File: src/rtl/conv_acc9.sv
// conv_acc9: consumer end of the 9-product dot interface.
// Sums nine signed 16-bit tap products per beat through a two-level adder tree.
// Accumulates CIN beats on top of a bias, then requantizes to int8.
// Requantization applies round-half-up, an arithmetic shift, optional ReLU and saturation.
module conv_acc9 #(
    parameter int unsigned CIN   = 4,
    parameter int unsigned SHIFT = 7,
    parameter int unsigned ACC_W = 32,
    parameter int unsigned RELU  = 1
) (
    input  logic             clk,
    input  logic             rst_n,
    input  logic             clr,
    input  logic             in_valid,
    output logic             in_ready,
    input  logic [15:0]      dot0,
    input  logic [15:0]      dot1,
    input  logic [15:0]      dot2,
    input  logic [15:0]      dot3,
    input  logic [15:0]      dot4,
    input  logic [15:0]      dot5,
    input  logic [15:0]      dot6,
    input  logic [15:0]      dot7,
    input  logic [15:0]      dot8,
    input  logic [ACC_W-1:0] bias,
    output logic             out_valid,
    input  logic             out_ready,
    output logic [7:0]       out_data,
    output logic [ACC_W-1:0] out_acc,
    output logic [7:0]       ch_cnt
);

    localparam logic [7:0] LAST_IDX = 8'(CIN - 1);
    localparam logic [ACC_W-1:0] RND =
        (SHIFT > 0) ? (ACC_W'(1) << ((SHIFT > 0) ? (SHIFT - 1) : 0)) : '0;
    localparam logic signed [ACC_W-1:0] SAT_HI = ACC_W'(127);
    localparam logic signed [ACC_W-1:0] SAT_LO = ACC_W'(-128);

    logic                     en;
    logic                     beat;
    logic                     first;
    logic                     last;

    logic                     s1_valid;
    logic                     s1_first;
    logic                     s1_last;
    logic signed [17:0]       s1_p0;
    logic signed [17:0]       s1_p1;
    logic signed [17:0]       s1_p2;
    logic [ACC_W-1:0]         s1_bias;

    logic                     s2_valid;
    logic                     s2_last;
    logic [ACC_W-1:0]         acc;

    logic signed [19:0]       sum;
    logic [ACC_W-1:0]         acc_n;
    logic signed [ACC_W-1:0]  r_shift;
    logic signed [ACC_W-1:0]  r_relu;
    logic [7:0]               q;

    function automatic logic signed [17:0] add3(input logic [15:0] a,
                                                input logic [15:0] b,
                                                input logic [15:0] c);
        return 18'($signed(a)) + 18'($signed(b)) + 18'($signed(c));
    endfunction

    // Handshake, group position, S2 sum and requantization of the accumulator
    always_comb begin
        en       = !out_valid || out_ready;
        in_ready = en && !clr;
        beat     = in_valid && in_ready;
        first    = (ch_cnt == 8'd0);
        last     = (ch_cnt == LAST_IDX);
        sum      = 20'(s1_p0) + 20'(s1_p1) + 20'(s1_p2);
        acc_n    = (s1_first ? s1_bias : acc) + ACC_W'(sum);
        // acc already holds acc_n of the beat now in S2, so S3 requantizes from acc
        r_shift  = $signed(acc + RND) >>> SHIFT;
        r_relu   = r_shift;
        if ((RELU != 0) && r_shift[ACC_W-1]) begin
            r_relu = '0;
        end
        if (r_relu > SAT_HI) begin
            q = 8'h7F;
        end else if (r_relu < SAT_LO) begin
            q = 8'h80;
        end else begin
            q = r_relu[7:0];
        end
    end

    // Beat index within the current group
    always_ff @(posedge clk or negedge rst_n) begin
        if (!rst_n) begin
            ch_cnt <= '0;
        end else if (clr) begin
            ch_cnt <= '0;
        end else if (beat) begin
            ch_cnt <= last ? 8'd0 : ch_cnt + 8'd1;
        end
    end

    // S1: three 3-tap partial sums, with group flags and bias riding along
    always_ff @(posedge clk or negedge rst_n) begin
        if (!rst_n) begin
            s1_valid <= 1'b0;
            s1_first <= 1'b0;
            s1_last  <= 1'b0;
            s1_p0    <= '0;
            s1_p1    <= '0;
            s1_p2    <= '0;
            s1_bias  <= '0;
        end else if (clr) begin
            s1_valid <= 1'b0;
        end else if (en) begin
            s1_valid <= beat;
            if (beat) begin
                s1_first <= first;
                s1_last  <= last;
                s1_p0    <= add3(dot0, dot1, dot2);
                s1_p1    <= add3(dot3, dot4, dot5);
                s1_p2    <= add3(dot6, dot7, dot8);
                s1_bias  <= bias;
            end
        end
    end

    // S2: final tree level and channel accumulation
    always_ff @(posedge clk or negedge rst_n) begin
        if (!rst_n) begin
            s2_valid <= 1'b0;
            s2_last  <= 1'b0;
            acc      <= '0;
        end else if (clr) begin
            s2_valid <= 1'b0;
        end else if (en) begin
            s2_valid <= s1_valid;
            s2_last  <= s1_last;
            if (s1_valid) begin
                acc <= acc_n;
            end
        end
    end

    // S3: output register, loaded only by last beats and held while stalled
    always_ff @(posedge clk or negedge rst_n) begin
        if (!rst_n) begin
            out_valid <= 1'b0;
            out_data  <= '0;
            out_acc   <= '0;
        end else if (clr) begin
            out_valid <= 1'b0;
        end else if (en) begin
            out_valid <= s2_valid && s2_last;
            if (s2_valid && s2_last) begin
                out_acc  <= acc;
                out_data <= q;
            end
        end
    end

endmodule

File: config.mk
export PLATFORM = sky130hd
export DESIGN_NAME = conv_acc9
export DESIGN_NICKNAME = d
export VERILOG_FILES = /design/src/rtl/conv_acc9.sv
export SDC_FILE = /design/constraint.sdc
export NUM_CORES = 1
export LEC_CHECK = 0
export ABC_CLOCK_PERIOD_IN_PS = 11300
export CORE_MARGIN = 5
export CORE_UTILIZATION = 59
export CTS_BUF_LIST = sky130_fd_sc_hd__clkbuf_8 sky130_fd_sc_hd__clkbuf_16
export DETAILED_ROUTE_END_ITERATION = 12
export GPL_TIMING_DRIVEN = 1
export MAX_ROUTING_LAYER = met4
export PLACE_DENSITY = 0.95
export SYNTH_ARGS = -nofsm -noshare
export SYNTH_HDL_FRONTEND = slang
export SYNTH_SLANG_ARGS = --single-unit
File: constraint.sdc
create_clock -name clk -period 11.3 [get_ports clk]
set_clock_uncertainty 0.2 [all_clocks]
set_input_delay 2.26 -clock clk [delete_from_list [all_inputs] [get_ports clk]]
set_output_delay 2.26 -clock clk [all_outputs]
set_load 0.005 [all_outputs]
[After elaboration in Yosys (flattened, before gate mapping)]
Cells that the tools add are included.
Word-level totals
  output and inout port bits: 50
  flip-flop bits (word level): 172
Operators by class
  equal/unequal tests: 1
  muxes and demuxes: 13
  reduce and logical (&&, ||, !) cells: 13
  bitwise gates (word level): 1
  add/subtract/negate cells: 11
  order comparisons: 2
Operator list (number)
  17-bit by 16-bit adder with 18-bit output: 3
  16-bit by 16-bit adder with 17-bit output: 3
  8-bit 2-to-1 mux: 5
  32-bit adder: 1
  32-bit by 7-bit adder with 32-bit output, second input constant: 1
  32-bit 2-to-1 mux: 1
  25-bit by 8-bit less-than comparator with 1-bit output, second input constant: 1
  24-bit by 7-bit greater-than comparator with 1-bit output, second input constant: 1
  24-bit 2-to-1 mux: 1
  19-bit by 18-bit adder with 20-bit output: 1
  18-bit by 18-bit adder with 19-bit output: 1
  3-bit AND reduction: 3
  8-bit by 1-bit adder with 8-bit output, second input constant: 1
  8-bit by 2-bit == test with 1-bit output, second input constant: 1
  8-bit zero test: 1
  1-bit 2-to-1 mux: 6
  2-bit nonzero test: 2
  1-bit logical AND: 3
  1-bit zero test: 2
  2-bit AND reduction: 1
  1-bit logical OR: 1
  1-bit inverter: 1

[Logic depth before layout (Yosys ltp)]
  word-level depth: 6
  mapped depth: 28
  depth with buffers taken out: 28

[Worst setup path after synthesis]
OpenSTA, ideal clock, no wires.
  path type: register to register
  start point: register s1_p0[1]
  end point: register acc[31]
  clock period less this slack: 5.589 ns
  arrival time: 5.254 ns
  cell stages (with the launch flop): 28
  setup time: 0.135 ns
  path slack: 5.711 ns
  buffers on the path: 0
  cell sequence: dfrtp_1 > inv_1 > fa_1 > inv_1 > ha_1 > fa_1 > a21o_1 > a41oi_1 > nor4bb_1 > nor2_1 > o21a_1 > o21ai_0 > nand2b_1 > a21oi_1 > o21bai_1 > a21oi_1 > xnor2_1 > ha_1 > nand2_1 > o21ai_0 > a41o_1 > o211ai_1 > o211ai_2 > a2111oi_2 > a21boi_1 > o2bb2ai_2 > mux2i_1 > o311ai_1
On the way
  cells in the longest elaborated chain, start to end: 3
RTL lines
  start, declared: RTL line 47  | logic signed [17:0] s1_p0;
  start signal, assigned: RTL line 120  | s1_p0 <= add3(dot0, dot1, dot2);
  18-bit by 18-bit adder with 19-bit output: RTL line 75  | sum = 20'(s1_p0) + 20'(s1_p1) + 20'(s1_p2);
  19-bit by 18-bit adder with 20-bit output: RTL line 75
  32-bit adder: RTL line 76  | acc_n = (s1_first ? s1_bias : acc) + ACC_W'(sum);
  end signal, assigned: RTL line 140  | acc <= acc_n;
  end, declared: RTL line 54  | logic [ACC_W-1:0] acc;
Every way passes these cells.
A chain may end at the register's enable or synchronous reset.

[Worst setup path after layout]
Same ends and word-level chain as after synthesis.

==> results.txt <==
* Worst vdd rail ir drop: 0.210 mV
* Pin count of the biggest net entering global routing: 103
- The worst register-to-register path begins at s1_p0[1].
- After detailed routing, the average wire length per cell comes to 17.8 um.
* Unrepaired setup endpoints after global routing: no
- TritonCTS buffer count: 17
* Largest cells by area after synthesis: dfrtp_1 (33%), fa_1 (11%), ha_1 (9.5%), nand2_1 (7.6%), o21ai_0 (4.7%)
* Kind of critical path: flip-flop to flip-flop
- For the pin with the worst max-slew slack, the measured transition is 1110 ps.
- The routed layout has 11300 vias.
- The tightest min-delay check is of the flip-flop to flip-flop type.
* Yosys warning total: 0
* Diode insertion count for antenna repair: 0
* Hold path start: s1_bias[24]
- Total of buffers placed on input and output ports: 230
- The number of nets in the synthesized netlist is 1762.
- Placeable Area: 21800 sq um
* Antenna violations before repair: 0
- TritonCTS built the clock tree.
- Leak Pwr: 7.44 nW
- The clock passes through at most 2 buffers.
- Count of mapped cells out of synthesis: 1411
* TritonCTS Sinks: 172
* Share of synthesized registers carrying an async set or reset: 100%
* Vertical die dimension: 159 um
* Achievable Freq: 0.156 GHz
- Of all nets on the critical path, the largest fanout is 4.
- The via count of the first global-routing pass is 11600.
- Prevailing post-synth register cell: dfrtp_1
- Element type at the critical path start: flip-flop
- Required arrival time at the worst endpoint: 11390 ps
- Final clock period utilization by the worst path: 56.6%
- Worst setup EP type: flip-flop
- Initial standard-cell utilization of the core: 59.8%
- The pre-antenna-repair detailed-routing pass consisted of 5 iterations.
* H-tree depth: 4
- The library cells used most frequently in the layout, excluding fill and tap cells, are nand2_1 (263), clkdlybuf4s50_1 (229), dfrtp_1 (172).
- Number of primary I/O pins: 231
- Global routing consumed, over all layers together, 27.4% of the routing resources.
* Post_cts resized: 0
- After clock tree synthesis, the clock-pin slew on the worst setup and hold paths is 70 ps.
- Final setup fails: 0
- Filler Cells Inserted: 1461
* Sequential standard cell area: 4300 sq um
- Post-layout minimum cycle time: 6390 ps
* Die area: 25200 sq um
- The floorplan step set the die width to 159 um.
- Library cell with the largest summed area after synthesis: dfrtp_1
- The number of hold buffers added after CTS was 0.
* Outcome: completed
- Portion of the post-synthesis area used by sequential elements: 33.0%
- GR Overflow Total: 0
- Vias per inst: 5.90
* Share of cells above drive strength 1: 6.97%
* Setup Fix Bufs, Post-CTS: 0
- After detailed routing, the total wire length is 34.0 mm.
- The synthesized design contains 0 enable-type register cells.
- The top cell type by area accounts for 33.0% of the synthesized area.
- The synthesized netlist occupies a cell area of 13100 sq um.
* Area growth from synthesis to final layout: 23.9%
* Wire length of the first global-routing pass: 56.6 mm
* Maxcap violations: 0
- The number of pins with negative max-slew slack in the final report is 0.
- Leaving out fill and tap cells, the most frequent cell in the layout is nand2_1.
- Final TNS setup: 0 ps
- Remaining design rule violation count: 0
- For this run, the share of the core covered by cells in the final layout is 74.1%.
- The synthesized netlist contains 70 unique library cells.
- After the first detailed-routing iteration, the DRC count stood at 850.
- HPWL after detailed placement: 26.9 mm
* Number of antenna-violating nets in the routed design: 0
- Crit path DAT: 6490 ps
- Power spread over the standard cell area amounts to 324 nW/um^2.
- In this run the tightest slew margin relative to its limit is 26.1%.
- Final layout net count: 1974
* Crit path launch: s1_p0[1]
- Number of register bits inferred by synthesis: 172
- Clk Tree Root Cell: clkbuf_16
- Area of combinational cells with multiple inputs: 8290 sq um
- Number of failing hold endpoints at the final stage: 0
* RD Place Congestion: 0.908
* Core Rows: 54
* Clk_lat worst skew: 440 ps
- Averaged over all synthesized cells, the footprint is 9.25 sq um.
==> cell type report <==
cell class	count	area share [%]
multi-input cells	1115	51.2
clock inverters	14	0.912
repair buffers	235	14.5
inverters	82	1.90
well taps	280	2.17
clock buffers	18	2.71
flip-flops and latches	172	26.6
==> layer usage <==
metal  wire, um  vias to the layer above  global-route usage (%)
li1           -                     5352                       -
met1      13900                     5422                    33.7
met2      17300                      481                    47.6
met3       2140                       55                    4.04
met4        631                        0                    7.31
met5          0                        -                       -
==> sequential cells by signal (all words and copies together) (netlist names) <==
register / flops
acc: 32
ch_cnt: 8
out_acc: 32
out_data: 8
out_valid: 1
s1_bias: 32
s1_first: 1
s1_last: 1
s1_p0: 18
s1_p1: 18
s1_p2: 18
s1_valid: 1
s2_last: 1
s2_valid: 1
==> power breakdown <==
part           switching (mW)  internal (mW)
Combinational            2.02           1.63
Clock                   0.271          0.319
Sequential              0.190          0.806
Total                    2.48           2.76
==> path summary, 6_finish.rpt <==
kind | cells past startpoint | endpoint | slack [ps]
setup reg to reg | 27 | acc[31] | 4910
min in group asynchronous | 1 | ch_cnt[2] | 1700
setup / recovery | 27 | acc[31] | 4910
hold / removal | 2 | s1_bias[24] | 280
hold reg to reg | 2 | s1_bias[24] | 280
max in group asynchronous | 2 | s1_p2[12] | 7740
==> stage by stage <==
step | total power [mW] | hold WS [ps] | cells | cell area (sq um) | setup WS [ps]
6_report | 5.24 | 281 | 1916 | 16200 | 4910
5_1_grt | 5.71 | 301 | 1916 | 16200 | 4560
4_1_cts | 5.20 | 282 | 1916 | 16200 | 4970
3_5_place_dp | 4.58 | 263 | 1884 | 15600 | 4830
3_3_place_gp | 4.42 | 253 | 1884 | 15600 | 4960
2_1_floorplan | 3.68 | 240 | 1411 | 13100 | 5710
==> cells by family (layout without fill, tap and decap cells) <==
family	after synthesis	count (layout)	synth area share [%]
buf+inv	124	349	3.62
simple gates	448	448	15.0
mux	62	62	5.26
xor+xnor	88	88	5.90
fa+ha+maj	171	171	20.5
compound gates	346	346	16.8
flops	172	172	33.0
==> critical path, stage by stage, from the launching register on <==
cell	delay, ps
dfrtp_1	330
inv_1	70
fa_1	540
inv_1	40
ha_1	220
fa_1	400
a21o_1	210
a41oi_1	270
nor4bb_1	590
nor2_1	160
o21a_1	220
o21ai_0	140
nand2b_1	70
a21oi_1	230
o21bai_1	90
a21oi_1	190
xnor2_1	90
ha_1	350
nand2_1	110
o21ai_0	100
a41o_1	230
o211ai_1	110
o211ai_2	170
a2111oi_2	420
a21boi_1	170
o2bb2ai_2	210
mux2i_1	210
o311ai_1	110
==> synth_stat cells, types with 7 or more instances <==
cell,n
nand2_1,264
o21bai_1,9
a21boi_0,10
clkbuf_1,32
o2111ai_1,8
nor3_1,28
nor2b_1,11
dfrtp_1,172
a21o_1,28
xnor2_1,50
ha_1,99
inv_1,81
mux2_2,53
nor2_1,62
fa_1,71
a21oi_1,74
a211oi_1,13
and2_1,7
o31ai_1,20
nand3_1,27
mux2i_1,9
o21ai_0,123
and3_1,15
xor2_1,38
No activity file was read; power rests on OpenSTA's default activity.
